$ cat config.mk
export PLATFORM = sky130hd
export DESIGN_NAME = cons_seq
export DESIGN_NICKNAME = d
export VERILOG_FILES = /design/src/rtl/cons_seq_pkg.sv /design/src/rtl/cons_seq_timer.sv /design/src/rtl/cons_seq.sv
export SDC_FILE = /design/constraint.sdc
export NUM_CORES = 1
export LEC_CHECK = 0
export BUFFER_PORTS_ARGS = -buffer_cell sky130_fd_sc_hd__buf_4
export CAP_MARGIN = 25
export CORE_MARGIN = 4
export CORE_UTILIZATION = 45
export CTS_BUF_LIST = sky130_fd_sc_hd__clkbuf_2
export CTS_CLUSTER_SIZE = 16
export DETAILED_ROUTE_END_ITERATION = 8
export GPL_TIMING_DRIVEN = 0
export HOLD_SLACK_MARGIN = 0.06
export PLACE_DENSITY = 0.69
export SKIP_LAST_GASP = 1
export SYNTH_ARGS = -nofsm -noshare
export SYNTH_HDL_FRONTEND = slang
export SYNTH_HIERARCHICAL = 1
export SYNTH_SLANG_ARGS = --single-unit
$ cat constraint.sdc
create_clock -name clk -period 1.7 [get_ports clk]
set_clock_uncertainty 0.15 [all_clocks]
set_input_delay 0.34 -clock clk [delete_from_list [all_inputs] [get_ports clk]]
set_output_delay 0.34 -clock clk [all_outputs]
set_load 0.02 [all_outputs]
$ cat src/rtl/cons_seq_pkg.sv
`default_nettype none
// ============================================================================
// Module      : cons_seq_pkg
// Description : Shared command codes, error codes, sequencer states and the
//               command precondition check for the console command sequencer.
// Revision    : 1.0 - initial release
// ============================================================================
package cons_seq_pkg;

  localparam logic [2:0] c_CMD_NOP  = 3'd0;
  localparam logic [2:0] c_CMD_RUN  = 3'd1;
  localparam logic [2:0] c_CMD_HALT = 3'd2;
  localparam logic [2:0] c_CMD_CONT = 3'd3;
  localparam logic [2:0] c_CMD_EXEC = 3'd4;
  localparam logic [2:0] c_CMD_STEP = 3'd5;

  localparam logic [1:0] c_ERR_OK      = 2'b00;
  localparam logic [1:0] c_ERR_ILLEGAL = 2'b01;
  localparam logic [1:0] c_ERR_TIMEOUT = 2'b10;

  typedef enum logic [1:0] {
    ST_IDLE  = 2'd0,
    ST_ISSUE = 2'd1,
    ST_WAIT  = 2'd2,
    ST_DONE  = 2'd3
  } state_t;

  // Returns {reject, errorCode}. A rejected command never drives a switch.
  function automatic logic [2:0] precheck(input logic [2:0] code,
                                          input logic       cpuRun,
                                          input logic       cpuHalt);
    logic [2:0] res;
    res = {1'b0, c_ERR_OK};
    case (code)
      c_CMD_NOP:              res = {1'b1, c_ERR_OK};
      c_CMD_RUN, c_CMD_HALT:  res = {1'b0, c_ERR_OK};
      c_CMD_CONT, c_CMD_EXEC: if (!cpuHalt) res = {1'b1, c_ERR_ILLEGAL};
      c_CMD_STEP:             if (!cpuHalt || cpuRun) res = {1'b1, c_ERR_ILLEGAL};
      default:                res = {1'b1, c_ERR_ILLEGAL};
    endcase
    return res;
  endfunction

endpackage
`default_nettype wire

$ cat src/rtl/cons_seq_timer.sv
`default_nettype none
// ============================================================================
// Module      : cons_seq_timer
// Description : Loadable down-counter for the WAIT-state timeout. clr loads
//               TIMEOUT, en counts down, expired flags the last counted cycle.
// Revision    : 1.0 - initial release
// ============================================================================
module cons_seq_timer #(
  parameter int TIMEOUT = 1024
) (
  input  logic clk,
  input  logic rst,
  input  logic clr,
  input  logic en,
  output logic expired
);

  localparam int W = $clog2(TIMEOUT + 1);

  logic [W-1:0] r_count;

  // Load on clear, otherwise count down while enabled, saturating at zero.
  always_ff @(posedge clk or negedge rst) begin
    if (!rst) begin
      r_count <= '0;
    end else if (clr) begin
      r_count <= W'(TIMEOUT);
    end else if (en && (r_count != '0)) begin
      r_count <= r_count - 1'b1;
    end
  end

  // The TIMEOUT-th enabled cycle is the one that sees a count of 1.
  assign expired = en && (r_count <= W'(1));

endmodule
`default_nettype wire

$ cat src/rtl/cons_seq.sv
`default_nettype none
// ============================================================================
// Module      : cons_seq
// Description : Console command sequencer. Accepts one console command,
//               raises the matching csl* switch until a clken cycle samples
//               it, waits for the CPU status flags to show completion, then
//               acknowledges with an error code.
//               Build option: CONS_SEQ_TIMEOUT_EN adds the WAIT timeout.
// Revision    : 1.0 - initial release
// ============================================================================
module cons_seq #(
  parameter int TIMEOUT = 1024
) (
  input  logic       clk,
  input  logic       rst,
  input  logic       clken,
  input  logic       cmdREQ,
  input  logic [2:0] cmdCODE,
  output logic       cmdBUSY,
  output logic       cmdACK,
  output logic [1:0] cmdERR,
  input  logic       cpuRUN,
  input  logic       cpuHALT,
  input  logic       cpuCONT,
  input  logic       cpuEXEC,
  output logic       cslRUN,
  output logic       cslHALT,
  output logic       cslCONT,
  output logic       cslEXEC
);

  import cons_seq_pkg::*;

  state_t     r_state;
  state_t     w_nextState;
  logic [2:0] r_code;
  logic       r_reject;
  logic [1:0] r_rejErr;
  logic       r_seen;

  logic       w_accept;
  logic [2:0] w_check;
  logic       w_flag;
  logic       w_seenNow;
  logic       w_complete;
  logic       w_expired;
  logic       w_timerEn;

  logic [2:0] w_codeNext;
  logic       w_rejectNext;
  logic       w_drive;
  logic       w_cslRun, w_cslHalt, w_cslCont, w_cslExec;
  logic       w_busy, w_ack;
  logic [1:0] w_err;

  assign w_accept  = (r_state == ST_IDLE) && cmdREQ;
  assign w_check   = precheck(cmdCODE, cpuRUN, cpuHALT);
  assign w_timerEn = (r_state == ST_WAIT);

  // EXEC watches cpuEXEC; CONT and STEP watch cpuCONT.
  assign w_flag    = (r_code == c_CMD_EXEC) ? cpuEXEC : cpuCONT;
  // Include the current cycle so a one-cycle pulse followed by a clear completes.
  assign w_seenNow = r_seen || w_flag;

  // Completion test for the latched command, evaluated in WAIT.
  always_comb begin
    w_complete = 1'b0;
    case (r_code)
      c_CMD_RUN:  w_complete = cpuRUN;
      c_CMD_HALT: w_complete = !cpuRUN && cpuHALT;
      c_CMD_CONT: w_complete = w_seenNow && !cpuCONT;
      c_CMD_EXEC: w_complete = w_seenNow && !cpuEXEC;
      c_CMD_STEP: w_complete = w_seenNow && !cpuCONT && cpuHALT;
      default:    w_complete = 1'b0;
    endcase
  end

`ifdef CONS_SEQ_TIMEOUT_EN
  cons_seq_timer #(
    .TIMEOUT (TIMEOUT)
  ) u_timer (
    .clk     (clk),
    .rst     (rst),
    .clr     (w_accept),
    .en      (w_timerEn),
    .expired (w_expired)
  );
`else
  // No timer in this build: WAIT never expires. The term is constant 0.
  assign w_expired = w_timerEn && (TIMEOUT < 0);
`endif

  // State register.
  always_ff @(posedge clk or negedge rst) begin
    if (!rst) r_state <= ST_IDLE;
    else      r_state <= w_nextState;
  end

  // Latch the command and its precheck on accept; track the seen flag in WAIT.
  always_ff @(posedge clk or negedge rst) begin
    if (!rst) begin
      r_code   <= c_CMD_NOP;
      r_reject <= 1'b0;
      r_rejErr <= c_ERR_OK;
      r_seen   <= 1'b0;
    end else if (w_accept) begin
      r_code   <= cmdCODE;
      r_reject <= w_check[2];
      r_rejErr <= w_check[1:0];
      r_seen   <= 1'b0;
    end else if ((r_state == ST_WAIT) && w_flag) begin
      r_seen   <= 1'b1;
    end
  end

  // Next-state logic. Rejected commands pass through ISSUE without a switch
  // so that NOP/illegal acknowledges arrive at a fixed latency.
  always_comb begin
    w_nextState = r_state;
    case (r_state)
      ST_IDLE:  if (cmdREQ) w_nextState = ST_ISSUE;
      ST_ISSUE: begin
        if (r_reject)   w_nextState = ST_DONE;
        else if (clken) w_nextState = ST_WAIT;
      end
      ST_WAIT:  if (w_complete || w_expired) w_nextState = ST_DONE;
      ST_DONE:  w_nextState = ST_IDLE;
      default:  w_nextState = ST_IDLE;
    endcase
  end

  // Output decode from the next state, so every output comes from a register.
  always_comb begin
    w_codeNext   = w_accept ? cmdCODE : r_code;
    w_rejectNext = w_accept ? w_check[2] : r_reject;
    w_drive      = (w_nextState == ST_ISSUE) && !w_rejectNext;
    w_cslRun     = w_drive && (w_codeNext == c_CMD_RUN);
    w_cslHalt    = w_drive && (w_codeNext == c_CMD_HALT);
    w_cslCont    = w_drive && ((w_codeNext == c_CMD_CONT) || (w_codeNext == c_CMD_STEP));
    w_cslExec    = w_drive && (w_codeNext == c_CMD_EXEC);
    w_busy       = (w_nextState != ST_IDLE);
    w_ack        = (w_nextState == ST_DONE);
    w_err        = cmdERR;
    if (w_accept) begin
      w_err = c_ERR_OK;
    end else if ((r_state == ST_ISSUE) && (w_nextState == ST_DONE)) begin
      w_err = r_rejErr;
    end else if ((r_state == ST_WAIT) && (w_nextState == ST_DONE)) begin
      // Completion wins over a timeout in the same cycle.
      w_err = w_complete ? c_ERR_OK : c_ERR_TIMEOUT;
    end
  end

  // Output registers.
  always_ff @(posedge clk or negedge rst) begin
    if (!rst) begin
      cmdBUSY <= 1'b0;
      cmdACK  <= 1'b0;
      cmdERR  <= c_ERR_OK;
      cslRUN  <= 1'b0;
      cslHALT <= 1'b0;
      cslCONT <= 1'b0;
      cslEXEC <= 1'b0;
    end else begin
      cmdBUSY <= w_busy;
      cmdACK  <= w_ack;
      cmdERR  <= w_err;
      cslRUN  <= w_cslRun;
      cslHALT <= w_cslHalt;
      cslCONT <= w_cslCont;
      cslEXEC <= w_cslExec;
    end
  end

endmodule
`default_nettype wire

==> implementation parameters <==
Parameter                              Value

Global routing
  Number of global-route vias before repair ... slightly below 700
  First-pass GRT wire length ... around 2900 um
  Largest net degree at the start of global routing ... 17
  Combined global-route utilization of all metal layers ... 15.1%
  Antenna violations before repair ... 0
  Congestion Overflow GR ... 0

Critical path
  Data required time at the worst endpoint ... around 1700 ps
  Classification of the worst setup path ... register to register
  Kind of start point of the critical path ... register
  Highest net fanout along the worst path ... 7
  Category of the worst setup path capture point ... register
  Arrival @ worst endpoint ... about 1800 ps
  FF-to-FF setup slack ... -20 ps

Synth
  Cell taking the most area after synthesis ... sky130_fd_sc_hd__dfrtp_1
  Post-synthesis async set-or-reset flop share ... 100%
  EDFF count, synth ... 0
  Top-area cell type share of the netlist area ... about half
  Post-Synthesis Net Count ... 85
  Post-Synthesis Cells ... 74
  Seq/Total Area, Yosys ... around half
  Top cells by area, synth ... sky130_fd_sc_hd__dfrtp_1, sky130_fd_sc_hd__nand2b_1, sky130_fd_sc_hd__nor3b_2, sky130_fd_sc_hd__nor2_1, sky130_fd_sc_hd__mux2_2
  Number of flip-flops and latches in the synthesized netlist ... 16
  Count of cell types in the netlist ... 28
  Count of yosys warnings during synthesis ... 6
  Prevailing post-synth register cell ... sky130_fd_sc_hd__dfrtp_1
  Mapped Avg Cell Area ... about 11 um^2
  Area of the mapped netlist ... about 810 um^2

Cells and area
  Layout cell share with drive strength beyond 1 ... between 40% and 50%
  Growth of design area from synthesis to finish ... 37.7%
  Antenna cells ... 0
  Largest regs ... r_code: 3 flops, cmdERR: 2 flops, r_state: 2 flops
  Flip-flop count of the largest register, all copies and words added ... 3
  Number of nets in the layout ... roughly 110
  Final standard cell count with taps included and fillers excluded ... roughly 130
  Largest register by flop count ... r_code
  Fraction of the core area covered by cells at the end of the flow ... about two thirds

Pwr
  Part of the power in combinational logic ... a little over half
  Part of the total power dissipated in sequential elements ... 36.6%
  Clock network fraction of design power ... about a tenth
  Power Dens Cells ... between 1500 and 2000 nW/um^2
  Largest voltage drop on the vdd net ... around 0.00079 V
  Cell-internal power ... about 1 mW
  Switching pwr ... 702 uW
  Leakage power total ... 0.482 nW
  Fraction of power spent switching nets ... about 41%

Worst hold path
  Worst hold-check path type ... primary input to register

Run
  Reported max-cap violation count ... 0

Timing
  Setup repair after global routing missed its margin ... true
  FMAX ... between 0.5 and 0.6 GHz
  Setup-failing EPs final ... 1
  Fin crit period ... roughly 1700 ps
  Relative max-transition margin ... about three quarters
  Number of max-slew violations in the final report ... 0
  Share of the cycle needed by the critical path after routing ... 101%
  Number of hold violations in the final report ... 0
  Fin worst setup slack ... -24.3 ps
  Slew of the pin with the lowest slew margin ... ~380 ps

Floorplan
  Number of standard-cell rows in the floorplan ... 15
  Overall die height ... about 50 um
  Width of the chip ... roughly 50 um
  Initial Utilization ... 47.4%
  Number of top-level pins ... 19
  Total die area ... 2540 um^2
  Placeable Area ... roughly 1700 um^2

Detailed routing
  Vias after detailed routing ... ~670
  Detailed Route Iter0 Violations ... 4
  Antenna violation net count after detailed routing ... 0
  DR pass1 iterations ... 4
  Number of design rule violations left after detail routing ... 0
  Total length of routed wires ... 1720 um
  Average via count per standard cell ... roughly 5.3
  Per-cell routed wire length ... about 14 um

Outcome
  Violations in the final reports ... setup timing
  Status ... finished, violations left

Placement
  Sum of net half-perimeters after detailed placement ... approximately 1200 um
  Routability congestion estimate ... 0.743
  Pre-CTS setup slack ... -74.7 ps
  Count of port buffers added during placement ... 18
  Placed cells ... 117

Clock tree
  Number of levels in the clock H-tree ... 1
  TritonCTS clock tree ... yes
  Count of clock tree sinks ... 16
  Number of buffers inserted during clock tree synthesis ... 3
  Clock slew seen by the registers of the worst setup and hold paths ... between 150 and 200 ps
  Library cell used as clock root buffer ... sky130_fd_sc_hd__clkbuf_2
  Later-pin clock latency in the skew report ... 290 ps
  CTS max path bufs ... 2
-- critical path, stage by stage, from the launching register on --
cell                        delay (ps)
sky130_fd_sc_hd__dfrtp_2           480
sky130_fd_sc_hd__nand3b_1          230
sky130_fd_sc_hd__a2111oi_4         330
sky130_fd_sc_hd__nor4_2            100
sky130_fd_sc_hd__nor3b_4           240
sky130_fd_sc_hd__o2bb2ai_1          90
-- final timing paths --
kind / start / cells after the start / endpoint
max: r_code[1] / 5 / cmdERR[0]
min: cmdCODE[0] / 3 / r_code[0]
max reg2reg: r_code[1] / 5 / cmdERR[0]
min reg2reg: r_rejErr[0] / 1 / r_rejErr[0]
max in group asynchronous: rst / 2 / r_state[0]
min in group asynchronous: rst / 2 / r_seen
-- metrics by stage --
step / power (mW) / hold slack (ps) / area [um^2] / TNS [ps]
final: 1.73 / 158 / 1110 / -24.3
after global routing: 1.87 / 149 / 1110 / -197
after CTS: 1.60 / 152 / 1060 / -2.42
after detailed placement: 1.32 / 57.9 / 976 / -141
after global placement: 1.31 / 56.9 / 976 / -24.7
after floorplan: 1.12 / -106 / 810 / 0
-- kinds of logic after synthesis --
group           count (synthesis)  synth area share, %
buf+inv                         5                 2.47
simple gates                   32                 27.2
flops                          16                 49.5
mux                             4                 5.25
compound gates                 17                 15.6
-- power groups by stage --
stage / Sequential [mW] / Clock [mW] / Combinational, mW
finish: 0.634 / 0.169 / 0.930
global route: 0.654 / 0.200 / 1.01
CTS: 0.633 / 0.174 / 0.798
detailed placement: 0.647 / 0 / 0.676
global placement: 0.638 / 0 / 0.668
floorplan: 0.670 / 0 / 0.454
-- synthesized netlist by cell type (all sizes together) (2+ instances only) --
cell and n:
inv 4, dfrtp 16, mux2i 2, mux2 2
nor3 3, nand2 3, nand2b 6, nor3b 7
nand3b 2, o221ai 2, a21oi 4, o21ai 4
nor2 7
-- what timing repair did --
action / 4_1_cts / 5_1_grt
pin swaps: 1 / 1
setup endpoints to repair: 5 / 5
resized for setup: 6 / 12
endpoints found under the hold margin: 16 / 0
buffers inserted: 4 / 1
hold buffers: 1 / 0
-- layer usage --
metal | global-route usage, % | vias up | share of wire [%]
met1 | 17.5 | 330 | 43
li1 | - | 324 | -
met5 | 0 | - | 0
met3 | 4.15 | 2 | 5.0
met4 | 4.04 | 0 | 0.29
met2 | 27.2 | 16 | 52
-- layout by cell type, fill, tap and decap left out, types with 2 or more instances in the layout --
cell	n
sky130_fd_sc_hd__dfrtp_1	13
sky130_fd_sc_hd__inv_1	4
sky130_fd_sc_hd__buf_4	22
sky130_fd_sc_hd__o21ai_0	2
sky130_fd_sc_hd__nand2_1	3
sky130_fd_sc_hd__nor2_2	2
sky130_fd_sc_hd__buf_6	2
sky130_fd_sc_hd__mux2_4	2
sky130_fd_sc_hd__nor3b_1	2
sky130_fd_sc_hd__nor3b_4	2
sky130_fd_sc_hd__dfrtp_2	3
sky130_fd_sc_hd__nor2_1	5
sky130_fd_sc_hd__o221ai_1	2
sky130_fd_sc_hd__a21oi_1	3
sky130_fd_sc_hd__nand3b_1	2
sky130_fd_sc_hd__nor3b_2	3
sky130_fd_sc_hd__clkbuf_2	3
sky130_fd_sc_hd__nand2b_4	2
sky130_fd_sc_hd__nor3_1	3
sky130_fd_sc_hd__mux2i_1	2
sky130_fd_sc_hd__nand2b_1	4
-- layout make-up --
type	count	area [um^2]
fillers	140	593
inverters	4	15.0
clock buffers	3	15.0
well taps	25	31.3
repair buffers	24	186
multi-input cells	53	448
clock inverters	1	3.75
flip-flops and latches	16	404
plain buffers	1	11.3
Note: power is estimated with default switching activity, not from simulation.
